--- config.mk ---
export PLATFORM = sky130hd
export DESIGN_NAME = cu_pipe_ctrl_flat
export DESIGN_NICKNAME = d
export VERILOG_FILES = /design/src/rtl/cu_pipe_ctrl_pkg.sv /design/src/rtl/cu_pipe_ctrl_if.sv /design/src/rtl/cu_pipe_ctrl_decode.sv /design/src/rtl/cu_pipe_ctrl.sv /design/src/flat_wrapper.sv
export SDC_FILE = /design/constraint.sdc
export NUM_CORES = 1
export LEC_CHECK = 0
export BUFFER_PORTS_ARGS = -buffer_cell sky130_fd_sc_hd__buf_2
export CAP_MARGIN = 5
export CORE_ASPECT_RATIO = 0.9
export CORE_MARGIN = 2
export CORE_UTILIZATION = 34
export CTS_CLUSTER_SIZE = 24
export DETAILED_ROUTE_END_ITERATION = 16
export PLACE_DENSITY = 0.62
export SETUP_SLACK_MARGIN = 0.02
export SLEW_MARGIN = 20
export SYNTH_ARGS = -nofsm -noshare
export SYNTH_HDL_FRONTEND = slang
export SYNTH_SLANG_ARGS = --single-unit
--- constraint.sdc ---
create_clock -name clk -period 1.7 [get_ports clk]
set_input_delay 0.255 -clock clk [delete_from_list [all_inputs] [get_ports clk]]
set_output_delay 0.255 -clock clk [all_outputs]
set_load 0.005 [all_outputs]
--- src/rtl/cu_pipe_ctrl_pkg.sv ---
// Shared encodings for the pipelined control unit: opcodes, ALU operations,
// jump kinds and the memory/writeback control bundle carried down the pipe.
package cu_pipe_ctrl_pkg;

    localparam int OPC_W = 6;

    typedef enum logic [OPC_W-1:0] {
        OP_ADD  = 6'h00, OP_ADDI = 6'h01, OP_SUB  = 6'h02, OP_SUBI = 6'h03,
        OP_CMP  = 6'h04, OP_CMPS = 6'h05, OP_SL   = 6'h06, OP_SR   = 6'h07,
        OP_OR   = 6'h08, OP_AND  = 6'h09, OP_MW   = 6'h10, OP_MR   = 6'h11,
        OP_MOV  = 6'h20, OP_MOVI = 6'h21, OP_JMP  = 6'h22, OP_JB   = 6'h23
    } opcode_e;

    typedef enum logic [2:0] {
        ALU_ADD = 3'd0, ALU_SUB = 3'd1, ALU_CMP = 3'd2, ALU_CMPS = 3'd3,
        ALU_SL  = 3'd4, ALU_SR  = 3'd5, ALU_OR  = 3'd6, ALU_AND  = 3'd7
    } alu_op_e;

    typedef enum logic [1:0] {
        J_NONE = 2'b00,
        J_JMP  = 2'b10,
        J_JB   = 2'b11
    } jump_e;

    typedef struct packed {
        logic reg_wre;
        logic mem_read;
        logic mem_write;
        logic mem_to_reg;
    } mem_ctrl_t;

endpackage

--- src/rtl/cu_pipe_ctrl_if.sv ---
// Core-side handshake bundle of the control unit: ID instruction fields,
// branch/exception inputs and the per-stage control outputs.
interface cu_pipe_ctrl_if #(
    parameter int OP_W    = 6,
    parameter int REG_AW  = 5,
    parameter int ALUOP_W = 3
);
    logic               id_valid;
    logic [OP_W-1:0]    id_opcode;
    logic [REG_AW-1:0]  id_rs;
    logic [REG_AW-1:0]  id_rt;
    logic [REG_AW-1:0]  id_rd;
    logic               ex_br_taken;
    logic               exc_ack;

    logic               stall_out;
    logic               flush_out;
    logic               ex_valid;
    logic [ALUOP_W-1:0] ex_alu_op;
    logic               ex_ext_sign;
    logic [1:0]         ex_jump;
    logic               mem_valid;
    logic               mem_read;
    logic               mem_write;
    logic               wb_valid;
    logic               wb_reg_wre;
    logic               wb_mem_to_reg;
    logic [REG_AW-1:0]  wb_waddr;
    logic               exc_valid;
    logic [OP_W-1:0]    exc_opcode;

    modport master (
        output id_valid, id_opcode, id_rs, id_rt, id_rd, ex_br_taken, exc_ack,
        input  stall_out, flush_out, ex_valid, ex_alu_op, ex_ext_sign, ex_jump,
               mem_valid, mem_read, mem_write, wb_valid, wb_reg_wre, wb_mem_to_reg,
               wb_waddr, exc_valid, exc_opcode
    );

    modport slave (
        input  id_valid, id_opcode, id_rs, id_rt, id_rd, ex_br_taken, exc_ack,
        output stall_out, flush_out, ex_valid, ex_alu_op, ex_ext_sign, ex_jump,
               mem_valid, mem_read, mem_write, wb_valid, wb_reg_wre, wb_mem_to_reg,
               wb_waddr, exc_valid, exc_opcode
    );
endinterface

--- src/rtl/cu_pipe_ctrl_decode.sv ---
// Combinational ID-stage decoder: opcode to legality and control fields.
module cu_pipe_ctrl_decode
    import cu_pipe_ctrl_pkg::*;
#(
    parameter int OP_W    = 6,
    parameter int ALUOP_W = 3
) (
    input  logic [OP_W-1:0]    i_opcode,
    output logic               o_legal,
    output logic               o_reg_wre,
    output logic               o_waddr_sel,
    output logic [ALUOP_W-1:0] o_alu_op,
    output logic               o_ext_sign,
    output logic               o_mem_read,
    output logic               o_mem_write,
    output logic               o_mem_to_reg,
    output logic [1:0]         o_jump
);
    logic [OPC_W-1:0] w_op;
    logic             w_hi_zero;
    logic [2:0]       w_alu;

    assign w_op      = i_opcode[OPC_W-1:0];
    assign w_hi_zero = ((i_opcode >> OPC_W) == '0);

    always_comb begin
        o_legal     = 1'b0;
        w_alu       = ALU_ADD;
        o_ext_sign  = 1'b0;
        o_mem_read  = 1'b0;
        o_mem_write = 1'b0;
        o_jump      = J_NONE;
        if (w_hi_zero) begin
            o_legal = 1'b1;
            case (w_op)
                OP_ADD, OP_MOV, OP_MR, OP_MW: begin
                    o_mem_read  = (w_op == OP_MR);
                    o_mem_write = (w_op == OP_MW);
                end
                OP_ADDI, OP_MOVI: o_ext_sign = 1'b1;
                OP_SUB:           w_alu = ALU_SUB;
                OP_SUBI: begin
                    w_alu      = ALU_SUB;
                    o_ext_sign = 1'b1;
                end
                OP_CMP:  w_alu = ALU_CMP;
                OP_CMPS: w_alu = ALU_CMPS;
                OP_SL:   w_alu = ALU_SL;
                OP_SR:   w_alu = ALU_SR;
                OP_OR:   w_alu = ALU_OR;
                OP_AND:  w_alu = ALU_AND;
                OP_JMP:  o_jump = J_JMP;
                OP_JB: begin
                    o_jump = J_JB;
                    w_alu  = ALU_CMP;
                end
                default: o_legal = 1'b0;
            endcase
        end
        o_reg_wre = o_legal & ~o_mem_write & (o_jump == J_NONE);
    end

    // Immediate forms are exactly the sign-extending ones and write rt.
    assign o_waddr_sel  = o_ext_sign;
    assign o_mem_to_reg = o_mem_read;
    assign o_alu_op     = ALUOP_W'(w_alu);

endmodule

--- src/rtl/cu_pipe_ctrl.sv ---
// Pipelined control unit: ID decode, EX/MEM/WB control registers, load-use
// stall, jump/branch flushes and a latched illegal-opcode exception.
module cu_pipe_ctrl
    import cu_pipe_ctrl_pkg::*;
#(
    parameter int OP_W    = 6,
    parameter int REG_AW  = 5,
    parameter int ALUOP_W = 3
) (
    input  logic          clk,
    input  logic          rst_n,
    cu_pipe_ctrl_if.slave bus
);
    logic               w_legal, w_reg_wre, w_waddr_sel, w_ext_sign;
    logic               w_mem_read, w_mem_write, w_mem_to_reg;
    logic [ALUOP_W-1:0] w_alu_op;
    logic [1:0]         w_jump;
    logic               w_ex_flush, w_load_use, w_id_live, w_issue, w_raise;
    mem_ctrl_t          w_id_ctrl;
    logic [REG_AW-1:0]  w_id_waddr;

    logic               r_ex_valid, r_ex_ext_sign;
    logic [ALUOP_W-1:0] r_ex_alu_op;
    logic [1:0]         r_ex_jump;
    mem_ctrl_t          r_ex_ctrl, r_mem_ctrl;
    logic [REG_AW-1:0]  r_ex_waddr, r_mem_waddr, r_wb_waddr;
    logic               r_mem_valid, r_wb_valid, r_wb_reg_wre, r_wb_mem_to_reg;
    logic               r_exc_valid;
    logic [OP_W-1:0]    r_exc_opcode;

    cu_pipe_ctrl_decode #(
        .OP_W    (OP_W),
        .ALUOP_W (ALUOP_W)
    ) u_decode (
        .i_opcode     (bus.id_opcode),
        .o_legal      (w_legal),
        .o_reg_wre    (w_reg_wre),
        .o_waddr_sel  (w_waddr_sel),
        .o_alu_op     (w_alu_op),
        .o_ext_sign   (w_ext_sign),
        .o_mem_read   (w_mem_read),
        .o_mem_write  (w_mem_write),
        .o_mem_to_reg (w_mem_to_reg),
        .o_jump       (w_jump)
    );

    assign w_ex_flush = r_ex_valid & (r_ex_jump == J_JB) & bus.ex_br_taken;
    assign w_load_use = bus.id_valid & r_ex_valid & r_ex_ctrl.mem_read &
                        ((r_ex_waddr == bus.id_rs) | (r_ex_waddr == bus.id_rt));
    // A live ID instruction is neither killed by a taken branch nor frozen by a pending exception.
    assign w_id_live  = bus.id_valid & ~w_ex_flush & ~r_exc_valid;
    assign w_issue    = w_id_live & w_legal & ~w_load_use;
    assign w_raise    = w_id_live & ~w_legal;

    assign bus.stall_out = ~w_ex_flush & (r_exc_valid | w_load_use);
    assign bus.flush_out = w_ex_flush | (w_issue & (w_jump == J_JMP));

    assign w_id_ctrl  = '{reg_wre: w_reg_wre, mem_read: w_mem_read,
                          mem_write: w_mem_write, mem_to_reg: w_mem_to_reg};
    assign w_id_waddr = w_waddr_sel ? bus.id_rt : bus.id_rd;

    always_ff @(posedge clk or negedge rst_n) begin
        if (!rst_n) begin
            r_ex_valid      <= 1'b0;
            r_ex_alu_op     <= '0;
            r_ex_ext_sign   <= 1'b0;
            r_ex_jump       <= J_NONE;
            r_ex_ctrl       <= '0;
            r_ex_waddr      <= '0;
            r_mem_valid     <= 1'b0;
            r_mem_ctrl      <= '0;
            r_mem_waddr     <= '0;
            r_wb_valid      <= 1'b0;
            r_wb_reg_wre    <= 1'b0;
            r_wb_mem_to_reg <= 1'b0;
            r_wb_waddr      <= '0;
            r_exc_valid     <= 1'b0;
            r_exc_opcode    <= '0;
        end else begin
            r_ex_valid    <= w_issue;
            r_ex_alu_op   <= w_issue ? w_alu_op   : '0;
            r_ex_ext_sign <= w_issue & w_ext_sign;
            r_ex_jump     <= w_issue ? w_jump     : J_NONE;
            r_ex_ctrl     <= w_issue ? w_id_ctrl  : '0;
            r_ex_waddr    <= w_issue ? w_id_waddr : '0;

            r_mem_valid <= r_ex_valid;
            r_mem_ctrl  <= r_ex_ctrl;
            r_mem_waddr <= r_ex_waddr;

            r_wb_valid      <= r_mem_valid;
            r_wb_reg_wre    <= r_mem_ctrl.reg_wre;
            r_wb_mem_to_reg <= r_mem_ctrl.mem_to_reg;
            r_wb_waddr      <= r_mem_waddr;

            if (w_raise) begin
                r_exc_valid  <= 1'b1;
                r_exc_opcode <= bus.id_opcode;
            end else if (r_exc_valid && bus.exc_ack) begin
                r_exc_valid <= 1'b0;
            end
        end
    end

    assign bus.ex_valid      = r_ex_valid;
    assign bus.ex_alu_op     = r_ex_alu_op;
    assign bus.ex_ext_sign   = r_ex_ext_sign;
    assign bus.ex_jump       = r_ex_jump;
    assign bus.mem_valid     = r_mem_valid;
    assign bus.mem_read      = r_mem_ctrl.mem_read;
    assign bus.mem_write     = r_mem_ctrl.mem_write;
    assign bus.wb_valid      = r_wb_valid;
    assign bus.wb_reg_wre    = r_wb_reg_wre;
    assign bus.wb_mem_to_reg = r_wb_mem_to_reg;
    assign bus.wb_waddr      = r_wb_waddr;
    assign bus.exc_valid     = r_exc_valid;
    assign bus.exc_opcode    = r_exc_opcode;

endmodule
--- src/flat_wrapper.sv ---
// flat-port wrapper written by rule: the top's interface ports become plain ports
module cu_pipe_ctrl_flat import cu_pipe_ctrl_pkg::*;
#(
    parameter int OP_W    = 6,
    parameter int REG_AW  = 5,
    parameter int ALUOP_W = 3
)
  (clk, rst_n, bus_id_valid, bus_id_opcode, bus_id_rs, bus_id_rt, bus_id_rd, bus_ex_br_taken, bus_exc_ack, bus_stall_out, bus_flush_out, bus_ex_valid, bus_ex_alu_op, bus_ex_ext_sign, bus_ex_jump, bus_mem_valid, bus_mem_read, bus_mem_write, bus_wb_valid, bus_wb_reg_wre, bus_wb_mem_to_reg, bus_wb_waddr, bus_exc_valid, bus_exc_opcode);
  cu_pipe_ctrl_if #(.OP_W(OP_W), .REG_AW(REG_AW), .ALUOP_W(ALUOP_W)) bus_i ();
  input  logic clk;
  input  logic rst_n;
  input wire logic [$bits(bus_i.id_valid)-1:0] bus_id_valid;
  input wire logic [$bits(bus_i.id_opcode)-1:0] bus_id_opcode;
  input wire logic [$bits(bus_i.id_rs)-1:0] bus_id_rs;
  input wire logic [$bits(bus_i.id_rt)-1:0] bus_id_rt;
  input wire logic [$bits(bus_i.id_rd)-1:0] bus_id_rd;
  input wire logic [$bits(bus_i.ex_br_taken)-1:0] bus_ex_br_taken;
  input wire logic [$bits(bus_i.exc_ack)-1:0] bus_exc_ack;
  output wire logic [$bits(bus_i.stall_out)-1:0] bus_stall_out;
  output wire logic [$bits(bus_i.flush_out)-1:0] bus_flush_out;
  output wire logic [$bits(bus_i.ex_valid)-1:0] bus_ex_valid;
  output wire logic [$bits(bus_i.ex_alu_op)-1:0] bus_ex_alu_op;
  output wire logic [$bits(bus_i.ex_ext_sign)-1:0] bus_ex_ext_sign;
  output wire logic [$bits(bus_i.ex_jump)-1:0] bus_ex_jump;
  output wire logic [$bits(bus_i.mem_valid)-1:0] bus_mem_valid;
  output wire logic [$bits(bus_i.mem_read)-1:0] bus_mem_read;
  output wire logic [$bits(bus_i.mem_write)-1:0] bus_mem_write;
  output wire logic [$bits(bus_i.wb_valid)-1:0] bus_wb_valid;
  output wire logic [$bits(bus_i.wb_reg_wre)-1:0] bus_wb_reg_wre;
  output wire logic [$bits(bus_i.wb_mem_to_reg)-1:0] bus_wb_mem_to_reg;
  output wire logic [$bits(bus_i.wb_waddr)-1:0] bus_wb_waddr;
  output wire logic [$bits(bus_i.exc_valid)-1:0] bus_exc_valid;
  output wire logic [$bits(bus_i.exc_opcode)-1:0] bus_exc_opcode;
  assign bus_i.id_valid = bus_id_valid;
  assign bus_i.id_opcode = bus_id_opcode;
  assign bus_i.id_rs = bus_id_rs;
  assign bus_i.id_rt = bus_id_rt;
  assign bus_i.id_rd = bus_id_rd;
  assign bus_i.ex_br_taken = bus_ex_br_taken;
  assign bus_i.exc_ack = bus_exc_ack;
  assign bus_stall_out = bus_i.stall_out;
  assign bus_flush_out = bus_i.flush_out;
  assign bus_ex_valid = bus_i.ex_valid;
  assign bus_ex_alu_op = bus_i.ex_alu_op;
  assign bus_ex_ext_sign = bus_i.ex_ext_sign;
  assign bus_ex_jump = bus_i.ex_jump;
  assign bus_mem_valid = bus_i.mem_valid;
  assign bus_mem_read = bus_i.mem_read;
  assign bus_mem_write = bus_i.mem_write;
  assign bus_wb_valid = bus_i.wb_valid;
  assign bus_wb_reg_wre = bus_i.wb_reg_wre;
  assign bus_wb_mem_to_reg = bus_i.wb_mem_to_reg;
  assign bus_wb_waddr = bus_i.wb_waddr;
  assign bus_exc_valid = bus_i.exc_valid;
  assign bus_exc_opcode = bus_i.exc_opcode;
  cu_pipe_ctrl #(.OP_W(OP_W), .REG_AW(REG_AW), .ALUOP_W(ALUOP_W)) u_core (.clk(clk), .rst_n(rst_n), .bus(bus_i));
endmodule
==> flow_metrics.py <==
metrics = {
    "outcome": {
        "outcome": "complete, but fails checks",
        "violations": "setup timing",
    },
    "critical_path": {
        "cp.arrival_ps": 1670,
        "critPathKind": "reg -> out",
        "required_ps": 1440,
        "crit_path_end_kind": "output pin",
        "startpoint_type": "flip-flop",
        "cp_max_fo": 3,
    },
    "logic_synthesis": {
        "synth_edf_count": 0,
        "synth_top_area_cell": "dfrtp_1",
        "synthAdderAreaFrac": 0,
        "syn_nets": 144,
        "synthSimpleGateAreaFrac": 0.1355,
        "synth_top_family_by_area": "simple AND/OR/NAND/NOR gates",
        "synth-seq-cells": 39,
        "synth_compound_area_frac": 0.06095,
        "ys_top_cells_by_count": "dfrtp_1, nor2_1, xor2_1, mux2_2, nand2_1",
        "syn_area_um2": 1560,
        "synthTopCellsByArea": "dfrtp_1, xor2_1, mux2_2, mux2i_1, nor2_1",
        "synthXorXnorAreaFrac": 0.06736,
        "synth_top_area_frac": 0.6255,
        "ys_warn_count": 0,
        "seq_area_frac_synth": 0.6255,
        "synthMuxAreaShare": 0.07538,
        "synth_flop_cell": "dfrtp_1",
        "synth-async-reset-ratio": 1.000,
        "postSynthAreaPerCell_um2": 13.22,
        "synthDistinctLibCells": 30,
        "synth.most_common_cell": "dfrtp_1",
        "netlist_instances": 118,
    },
    "timing": {
        "worstMarginPinSlew_ps": 477.2,
        "hold_viol": 0,
        "setup_slack_ps": -227.1,
        "min_period_over_period": 1.134,
        "slew_headroom": 0.6818,
        "rsz0062_at_grt": "true",
        "slew_violations": 0,
        "timing.final.crit_period_ps": 1927,
        "fin_worst_skew_ps": 8.116,
        "finalSetupViolations": 2,
        "fmax_ghz": 0.5189,
    },
    "cells_and_area": {
        "drive_above_1_share": 0.4892,
        "fillers": 440,
        "finalNonFillerCells": 248,
        "largest_reg_flops": 6,
        "seq_area_um2": 975.9,
        "multi_input_area_um2": 576.8,
        "fin_util": 0.4709,
        "syn_to_final_growth_pct": 33.76,
        "num_antenna_cells": 0,
        "fin_nets": 211,
    },
    "detailed_routing": {
        "drc": 0,
        "drtAntennaViolNets": 0,
        "vias": 1145,
        "drt-initial-drc-count": 59,
        "first_pass_iters": 4,
        "viasPerCell": 4.617,
        "wirelength_mm": 3.422,
        "wl_per_cell_um": 13.80,
    },
    "global_routing": {
        "grt_pass1_vias": 1225,
        "antenna_found_initial": 0,
        "grt_overflow_total": 0,
        "grt_use_total": 0.1465,
        "grt_max_degree": 23,
        "grt_pass1_wl_mm": 5.506,
    },
    "cts": {
        "cts_tree": "done",
        "h-tree-depth": 2,
        "clkLatencyLatePin_ps": 290,
        "cts_inserted_buffers": 5,
        "clk_pin_slew_worst_paths_ps": 80,
        "cts.sinks": 39,
        "cts_root_buf": "clkbuf_8",
        "clock_path_buffers": 2,
    },
    "floorplanning": {
        "die_h_um": 68.27,
        "start_util": 0.3521,
        "ios": 53,
        "row_count": 23,
        "core_um2": 4432,
        "fp.dieW_um": 75.41,
        "die-area_um2": 5148,
    },
    "place": {
        "portBuffers": 52,
        "pre_cts_slack_ps": 53.87,
        "dp_hpwl_mm": 2.529,
        "gp_congestion": 0.7745,
        "placed_cells": 234,
    },
    "power_and_ir_drop": {
        "p_seq_frac": 0.536,
        "p_sw_w": 0.0004869,
        "switching_share": 0.2569,
        "p_leak_nw": 1.102,
        "clkPwrFrac": 0.320,
        "p_int_w": 0.001408,
        "ir_drop_uv": 549.9,
        "pwr-share-comb": 0.144,
        "power.density_nw_per_um2": 907.9,
    },
    "flow_run": {
        "drv_cap": 0,
    },
    "min_path": {
        "hold_path_class": "in -> reg",
    },
}
==> power by group through the flow <==
stage               logic [W]  registers (W)  clock network, W
global placement     0.000258        0.00103                 0
CTS                  0.000274        0.00102          0.000622
global route         0.000304        0.00102          0.000671
finish               0.000273        0.00102          0.000606
floorplan            0.000123        0.00104                 0
detailed placement   0.000263        0.00103                 0
==> worst paths after layout <==
check | start | end | slack [ps] | cells past startpoint
setup reg to reg | u_core.r_ex_waddr[1]$_DFF_PN0_ | u_core.bus.ex_jump[0]$_DFF_PN0_ | 120 | 7
setup / recovery | u_core.r_ex_waddr[1]$_DFF_PN0_ | bus_stall_out | -230 | 6
hold / removal | bus_exc_ack | u_core.bus.exc_valid$_DFFE_PN0P_ | 160 | 2
min in group asynchronous | rst_n | u_core.bus.wb_waddr[3]$_DFF_PN0_ | 460 | 2
hold reg to reg | u_core.r_mem_waddr[0]$_DFF_PN0_ | u_core.bus.wb_waddr[0]$_DFF_PN0_ | 350 | 0
max in group asynchronous | rst_n | u_core.r_ex_ctrl[2]$_DFF_PN0_ | 620 | 3
==> what timing repair did <==
| action | 4_1_cts | 5_1_grt |
|---|---|---|
| setup endpoints to repair | 2 | 17 |
| gates resized for setup | 7 | 5 |
| setup buffers | 6 | 3 |
| endpoints found under the hold margin | 21 | 0 |
| hold buffers | 1 | 0 |
| pin swaps | 9 | 10 |
==> critical path: stages (launching register included) <==
cell and delay, ps:
dfrtp_1 430, xor2_1 160, nor4_2 250, nand3_1 160, nand2_2 130, o21a_1 130
buf_2 110
==> final cells by class <==
cell class                 count  area share
inverter                       3    0.005396
clock inverter                 2    0.005995
timing repair buffer          64      0.1727
sequential                    39      0.4676
multi-input combinational     72      0.2764
tap                           62     0.03717
clock buffer                   6     0.03477
==> metal layers <==
layer	wire [um]	up-vias	global-route usage
met4	40	0	0.05702
met1	1332	568	0.1597
met2	1855	33	0.2663
met3	194	5	0.04271
li1	-	539	-
met5	0	-	0
==> metrics by stage <==
stage	power, W	instance area (um^2)	TNS, ps	hold WS [ps]
6_report	0.001895	2087	-411.4	159.0
3_5_place_dp	0.001298	1899	0	248.6
5_1_grt	0.001998	2087	-516.1	200.5
3_3_place_gp	0.001288	1899	0	238.6
4_1_cts	0.001911	2072	-630.7	157.2
2_1_floorplan	0.001159	1560	0	-40.59
==> layout by cell type (no fill, tap or decap), types with 3 or more instances in the layout <==
cell	Yosys	final
buf_2	0	52
buf_4	0	9
clkbuf_8	0	5
dfrtp_1	39	39
inv_1	3	3
mux2_2	6	6
mux2i_1	5	5
nand2_1	6	5
nand3_1	4	3
nor2_1	13	13
nor3_1	5	4
o21ai_0	3	3
xnor2_1	4	4
xor2_1	8	7
==> cells by family (layout without fill, tap and decap cells) <==
kind of cell           Yosys count  after routing
XOR/XNOR                        12             12
AO/OA/AOI/OAI                   11             11
multiplexers                    11             11
buffers and inverters            7             75
AND/OR/NAND/NOR                 38             38
flip-flops                      39             39
Power figures use the tool's default switching activity.
